**config.mk**
```make
export PLATFORM = sky130hd
export DESIGN_NAME = digit_serial_addsub
export DESIGN_NICKNAME = d
export VERILOG_FILES = /design/src/rtl/digit_serial_addsub.sv
export SDC_FILE = /design/constraint.sdc
export NUM_CORES = 1
export LEC_CHECK = 0
export ABC_CLOCK_PERIOD_IN_PS = 2700
export CORE_ASPECT_RATIO = 0.9
export CORE_MARGIN = 4
export CORE_UTILIZATION = 40
export CTS_BUF_LIST = sky130_fd_sc_hd__clkbuf_8
export CTS_CLUSTER_DIAMETER = 200
export DETAILED_ROUTE_END_ITERATION = 8
export PLACE_DENSITY = 0.7
export SLEW_MARGIN = 20
export SYNTH_ARGS = -nofsm -noshare
export SYNTH_HDL_FRONTEND = slang
export SYNTH_SLANG_ARGS = --single-unit
```
**constraint.sdc**
```tcl
create_clock -name clk -period 2.7 [get_ports clk]
set_input_delay 0.54 -clock clk [delete_from_list [all_inputs] [get_ports clk]]
set_output_delay 0.54 -clock clk [all_outputs]
set_load 0.1 [all_outputs]
```
**src/rtl/digit_serial_addsub.sv**
```systemverilog
// Digit-serial adder/subtractor: processes DIGIT bits per cycle, with a signed-overflow flag.
// Latency: the operation is accepted at edge E0, done pulses in the cycle after edge EN (N = WIDTH/DIGIT).
// Backpressure: start is taken only while ready=1; requests while busy are dropped, not queued.
module digit_serial_addsub #(
    parameter int WIDTH = 8,
    parameter int DIGIT = 2
) (
    input  logic             clk,
    input  logic             rst_n,
    input  logic             start,
    input  logic             mode,
    input  logic [WIDTH-1:0] a,
    input  logic [WIDTH-1:0] b,
    input  logic             cin,
    output logic             ready,
    output logic             done,
    output logic [WIDTH-1:0] s,
    output logic             cout,
    output logic             ovf
);

    localparam int N  = WIDTH / DIGIT;
    localparam int CW = (N > 1) ? $clog2(N) : 1;

    typedef enum logic [1:0] {
        ST_IDLE = 2'd0,
        ST_RUN  = 2'd1,
        ST_DONE = 2'd2
    } state_t;

    state_t           state;
    state_t           state_nxt;

    logic [WIDTH-1:0] op_a;
    logic [WIDTH-1:0] op_b;
    logic [WIDTH-1:0] acc;
    logic [WIDTH-1:0] acc_nxt;
    logic             carry;
    logic [CW-1:0]    cnt;
    logic             last;
    logic [DIGIT:0]   dsum;
    logic             msb_carry_in;

    assign last = (cnt == CW'(N - 1));

    // Operands shift right each RUN cycle, so the active digit is always the low DIGIT bits.
    assign dsum = {1'b0, op_a[DIGIT-1:0]} + {1'b0, op_b[DIGIT-1:0]} + {{DIGIT{1'b0}}, carry};

    // Result digits enter at the top of acc; after N shifts acc holds the full sum.
    assign acc_nxt = (acc >> DIGIT) | (WIDTH'(dsum[DIGIT-1:0]) << (WIDTH - DIGIT));

    assign msb_carry_in = op_a[DIGIT-1] ^ op_b[DIGIT-1] ^ dsum[DIGIT-1];

    always_ff @(posedge clk) begin
        if (!rst_n) begin
            state <= ST_IDLE;
        end else begin
            state <= state_nxt;
        end
    end

    always_comb begin
        state_nxt = state;
        ready     = 1'b0;
        done      = 1'b0;
        case (state)
            ST_IDLE: begin
                ready = 1'b1;
                if (start) begin
                    state_nxt = ST_RUN;
                end
            end
            ST_RUN: begin
                if (last) begin
                    state_nxt = ST_DONE;
                end
            end
            ST_DONE: begin
                done      = 1'b1;
                state_nxt = ST_IDLE;
            end
            default: begin
                state_nxt = ST_IDLE;
            end
        endcase
    end

    always_ff @(posedge clk) begin
        if (!rst_n) begin
            op_a  <= '0;
            op_b  <= '0;
            acc   <= '0;
            carry <= 1'b0;
            cnt   <= '0;
            s     <= '0;
            cout  <= 1'b0;
            ovf   <= 1'b0;
        end else begin
            case (state)
                ST_IDLE: begin
                    if (start) begin
                        // Subtraction is a + ~b + ~borrow_in.
                        op_a  <= a;
                        op_b  <= mode ? ~b : b;
                        carry <= cin ^ mode;
                        cnt   <= '0;
                        acc   <= '0;
                    end
                end
                ST_RUN: begin
                    op_a  <= op_a >> DIGIT;
                    op_b  <= op_b >> DIGIT;
                    acc   <= acc_nxt;
                    carry <= dsum[DIGIT];
                    cnt   <= cnt + CW'(1);
                    if (last) begin
                        s    <= acc_nxt;
                        cout <= dsum[DIGIT];
                        ovf  <= msb_carry_in ^ dsum[DIGIT];
                    end
                end
                default: begin
                end
            endcase
        end
    end

endmodule

```
==> results of run 1 <==
## worst max path at each step
stage,from,to,slack (ns)
3_5_place_dp,start,op_b[0],0.65
5_1_grt,op_a[0],ovf,0.68
3_3_place_gp,start,op_b[4],0.70
4_1_cts,op_a[0],ovf,0.78
2_1_floorplan,state[1],done,0.27
6_report,state[0],ready,0.79
## routing by layer
metal  track usage [%]  share of wire [%]  vias up
met3              4.90                5.1        7
met5                 0                  0        -
met4              7.51                1.8        0
met2              20.6                 44       28
met1              19.4                 49      640
li1                  -                  -      687
## state kept, by name, summed over array words and instances, names as in the netlist
signal / cells
acc: 6
carry: 1
cnt: 2
cout: 1
op_a: 8
op_b: 8
ovf: 1
s: 8
state: 2
## cell families (layout without fill, tap and decap cells)
family,after synthesis,in the layout
adders and majority gates,4,4
DFF,37,37
buffers and inverters,19,50
AOI/OAI and AO/OA,56,56
and+or+nand+nor,52,52
xor gates and xnor gates,11,11
## synthesized netlist by cell type, types with 5 or more instances
cell type,n
dfxtp_1,37
o21ai_0,12
o2bb2ai_1,5
a32o_1,7
inv_1,7
nand2_1,24
nor2b_1,10
a22oi_1,9
xnor2_1,9
a21oi_1,6
## stage by stage
step / power (mW) / worst slack, ns / hold slack (ns)
floorplan: 0.721 / 0.274 / 0.441
global placement: 0.774 / 0.700 / 0.457
detailed placement: 0.777 / 0.648 / 0.459
CTS: 1.35 / 0.779 / 0.469
global route: 1.40 / 0.680 / 0.488
finish: 1.34 / 0.792 / 0.464
## report_power, final
part / internal (mW) / leakage (nW) / switching [mW]
combinational: 0.0872 / 0.458 / 0.0867
clock: 0.367 / 0.0681 / 0.204
sequential: 0.571 / 0.302 / 0.0202
## cell type report
type	instances	share of cell area, %
multi-input cells	123	40.9
flip-flops and latches	37	34.4
repair buffers	35	14.5
clock buffers	5	3.19
clock inverters	3	3.02
well taps	48	2.79
inverters	7	1.22
## worst reg2reg max path: cells and delay by family (launching register included)
kind	cells	cell delay, ns
XOR/XNOR	2	0.29
adder cells (fa/ha/maj)	2	1.00
flip-flops	1	0.36
buffers and inverters	1	0.07
AO/OA/AOI/OAI	1	0.12
==> results.yml, run 1 <==
critical_path:
  worstSetupPathType: "register to primary output"
  worst_setup_path_end_kind: "primary output"
  r2r_end: "ovf"
  path_buf_inv: 2
  cp-start-kind: "register"
  r2r-start: "op_a[0]"
  path_cells: "buf_4 -> nor2_1 -> buf_4"
  slowest_stage: "dfxtp_1"
  arrival_ns: 1.37
  critPathMaxFanout: 12
  r2r_slack_ns: 0.79
  cpMostUsedCell: "buf_4"
  required_ns: 2.16
  r2r_cells: 6
  cp_top_family: "flip-flops"
  slowest_delay_ns: 0.51
  path_depth: 3
detailed_routing:
  post_drt_via_cell_ratio: 5.28
  drc_errors: 0
  ant_nets: 0
  wl_microns: 3660
  wl_per_cell_microns: 14.2
  drt_iter0_markers: 103
  vias: 1362
  detail_route.first_pass.iterations: 4
global_route:
  grt_max_degree: 38
  grt_usage_pct: 14.5
  antenna_found_initial: 0
  grt.overflow.total: 0
  grt_pass1_vias: 1333
  grt_first_pass_wirelength_microns: 6240
yosys:
  yosys.area.top_type: "dfxtp_1"
  synth_top_area_share_pct: 43.0
  ys_seq_area_share_pct: 43.0
  synth_ff_type: "dfxtp_1"
  syn_area_sq_um: 1720
  syn_inst: 179
  synthAdderAreaFrac_pct: 3.77
  synth_edf_count: 0
  avgSynthCellArea_sq_um: 9.63
  syn_nets: 204
  yosysUniqueCellTypes: 34
  ys_async_sr_fraction_pct: 0
  ys_warn_count: 0
  synthXorXnorAreaFrac_pct: 5.59
  synth_top_family_by_area: "compound AO/OA/AOI/OAI gates"
  synthMuxAreaShare_pct: 0
  ys_ff_latch: 37
  synth_simple_gate_area_share_pct: 16.3
  synthTopCellsByArea: "dfxtp_1 (43%), nand2_1 (5.2%), xnor2_1 (4.6%)"
  synth-compound-area-share_pct: 25.4
finish:
  final_common_cell: "dfxtp_1"
  layout_common_cells: "dfxtp_1 (37), nand2_1 (24), clkdlybuf4s50_1 (20)"
  fin_cells: 258
  num_antenna_cells: 0
  nFillCells: 391
  nets: 234
  final_layout_size_suffix_gt1_share_pct: 14.3
  area_growth_pct: 25.0
  ff_latch_area_sq_um: 741
  multi_input_area_sq_um: 881
  fin_area_sq_um: 2150
  final_util_pct: 52.2
placed_design:
  hpwl_microns: 2530
  io_buffers: 32
  gp_congestion: 0.736
  placed_area_sq_um: 2020
  dp_cells: 250
sta:
  fin_crit_sh_pct: 70.7
  rsz0062_at_grt: "no"
  maxSlewViolCount: 0
  fin_setup_tns_ns: 0
  clock_skew_ns: 0.00971
  finalCriticalPeriod_ns: 1.91
  slew_headroom_pct: 67.3
  setup_viol: 0
  max_freq_ghz: 0.524
  worst_pin_slew_ns: 0.489
  hold_viol_final: 0
clock_network:
  clk_latency_ns: 0.30
  cts_root_buffer: "clkbuf_8"
  htreeDepth: 2
  cts_resized: 0
  cts_sinks: 37
  cts.clk_slew.worst_paths_ns: 0.08
  cts_setup_buffers: 0
  clock_path_buffers: 2
  numCtsBuffers: 5
  cts_tree: "done"
  hold_buffers: 0
floorplan:
  ios: 33
  core_sq_um: 4130
  die_h_microns: 70.3
  num_rows: 22
  start_util_pct: 41.8
  die_x_microns: 77.2
  die-area_sq_um: 5430
flow_run:
  maxCapViolCount: 0
min_path:
  hold_path_class: "register to register"
  hold_depth: 2
  min_delay_worst_endpoint: "s[2]"
  worstHoldStart: "s[2]"
power:
  peakVddDrop_v: 0.000336
  cellLeakagePower_nw: 0.828
  power_density_nw_per_um2: 620
outcome:
  status: "finished, final reports clean"
Power figures use the tool's default switching activity.
==> run 2, diff against run 1 <==
- ABC_CLOCK_PERIOD_IN_PS: 2700 -> 1900
- clock period: 2.7 -> 1.9 ns (I/O delays scaled with it)
==> run 2 against run 1 <==
  * Clock skew down 0.0044 ns
  * Core utilization up 3.2 points
  * Critical path depth up 3
  * Critical endpoint is now ovf
  * Largest power group unchanged
  * Wire length down 0.41%
  * First-iteration DRC count down 25%
  * Register-to-register slack worse by 0.71 ns
==> results.yml, run 2 (same netlist as run 1, synthesis figures left out) <==
floorplan:
  die-area_sq_um: 5430
  core_sq_um: 4130
  die_h_microns: 70.3
  num_rows: 22
  start_util_pct: 41.8
  die_x_microns: 77.2
  ios: 33
placed_design:
  io_buffers: 32
  gp_congestion: 0.760
  pre_cts_slack_ns: 0.0255
  hpwl_microns: 2540
clock_network:
  htreeDepth: 2
  hold_buffers: 0
  cts_setup_buffers: 0
  clock_path_buffers: 2
  clk_latency_ns: 0.29
  cts.clk_slew.worst_paths_ns: 0.07
  cts_root_buffer: "clkbuf_8"
  cts_tree: "done"
  numCtsBuffers: 5
  cts_sinks: 37
power:
  peakVddDrop_v: 0.000572
  power_density_nw_per_um2: 800
  cellLeakagePower_nw: 0.871
critical_path:
  required_ns: 2.08
  arrival_ns: 1.99
  worstSetupPathType: "register to register"
  worst_setup_path_end_kind: "register"
  slowest_delay_ns: 0.52
  critPathMaxFanout: 2
  slowest_stage: "fa_1"
  path_cells: "inv_2 -> fa_2 -> fa_1 -> xnor2_2 -> xnor2_1 -> o2bb2ai_1"
  cp-start-kind: "register"
global_route:
  grt_pass1_vias: 1311
  antenna_found_initial: 0
  grt.overflow.total: 0
  grt_usage_pct: 14.3
  grt_max_degree: 20
  grt_first_pass_wirelength_microns: 6350
min_path:
  hold_path_class: "register to register"
sta:
  hold_viol_final: 0
  setup_viol: 0
  finalCriticalPeriod_ns: 1.81
  worst_pin_slew_ns: 0.513
  clock_skew_ns: 0.00527
  rsz0062_at_grt: "yes"
  slew_headroom_pct: 65.8
  setup_slack_ns: 0.0856
  maxSlewViolCount: 0
  max_freq_ghz: 0.551
  fin_crit_sh_pct: 95.5
finish:
  final_util_pct: 55.3
  top_regs: "op_a: 8 flops, op_b: 8 flops, s: 8 flops"
  nFillCells: 382
  final_layout_size_suffix_gt1_share_pct: 20.0
  area_growth_pct: 32.5
  num_antenna_cells: 0
  final_common_cell: "dfxtp_1"
  nets: 239
  layout_common_cells: "dfxtp_1 (34), nand2_1 (24), clkdlybuf4s50_1 (20)"
outcome:
  status: "finished, final reports clean"
detailed_routing:
  detail_route.first_pass.iterations: 4
  wl_per_cell_microns: 13.8
  drt_iter0_markers: 77
  post_drt_via_cell_ratio: 5.32
  drc_errors: 0
  ant_nets: 0
  wl_microns: 3640
  vias: 1399
flow_run:
  maxCapViolCount: 0
==> run 2: cell types whose count changed in the layout (fill, tap and decap cells not counted), moves of 2 or more <==
cell     previous run  this run
buf_12              0         7
dfxtp_1            37        34
dfxtp_2             0         3
buf_4              15        13
nor2_1              4         2
nor2_2              0         2
==> run 2: report_power, final <==
group	internal [mW]	switching, mW
combinational	0.149	0.132
sequential	0.812	0.0272
clock	0.427	0.282
total	1.39	0.441
==> run 2: what timing repair did <==
item                                    in CTS  in global routing
resized for setup                            0                  6
endpoints found under the setup margin       0                  1
endpoints found under the hold margin        0                  0
==> run 2: worst max-delay path: cells and delay by family, from the launching register on <==
family	cells	cell delay (ns)
buffers and inverters	1	0.04
xor gates and xnor gates	2	0.30
DFF	1	0.34
adders and majority gates	2	0.90
AOI/OAI and AO/OA	1	0.12
==> run 2: layer usage <==
layer  GRT usage (%)  part of all wire [%]  vias to the layer above
li1                -                     -                      700
met1            21.1                    47                      650
met2            19.8                    44                       41
met3            3.74                   7.0                        8
met4            5.34                   1.5                        0
met5               0                     0                        -
==> run 2: final timing paths <==
path | slack (ns) | to | from | cells after the start
worst max register to register | 0.09 | ovf | carry | 6
worst max-delay path | 0.09 | ovf | carry | 6
worst min register to register | 0.46 | s[2] | s[2] | 2
worst min-delay path | 0.46 | s[2] | s[2] | 2
==> run 2: through the flow <==
step / cells / setup TNS (ns) / hold slack (ns) / power [mW] / cell area [sq um]
2_1_floorplan: 179 / 0 / 0.441 / 1.03 / 1730
3_3_place_gp: 255 / 0 / 0.454 / 1.12 / 2150
3_5_place_dp: 255 / 0 / 0.459 / 1.13 / 2150
4_1_cts: 263 / 0 / 0.469 / 1.83 / 2270
5_1_grt: 263 / -0.00139 / 0.500 / 1.92 / 2280
6_report: 263 / 0 / 0.464 / 1.83 / 2280
==> run 2: cell type report <==
cell class                      count  area (sq um)  area share (%)
Clock inverter                      2          37.5            1.64
Sequential cell                    37           744            32.6
Tap cell                           48          60.1            2.63
Clock buffer                        6          82.6            3.61
Multi-Input combinational cell    123           896            39.2
Timing Repair Buffer               40           438            19.2
Inverter                            7          26.3            1.15
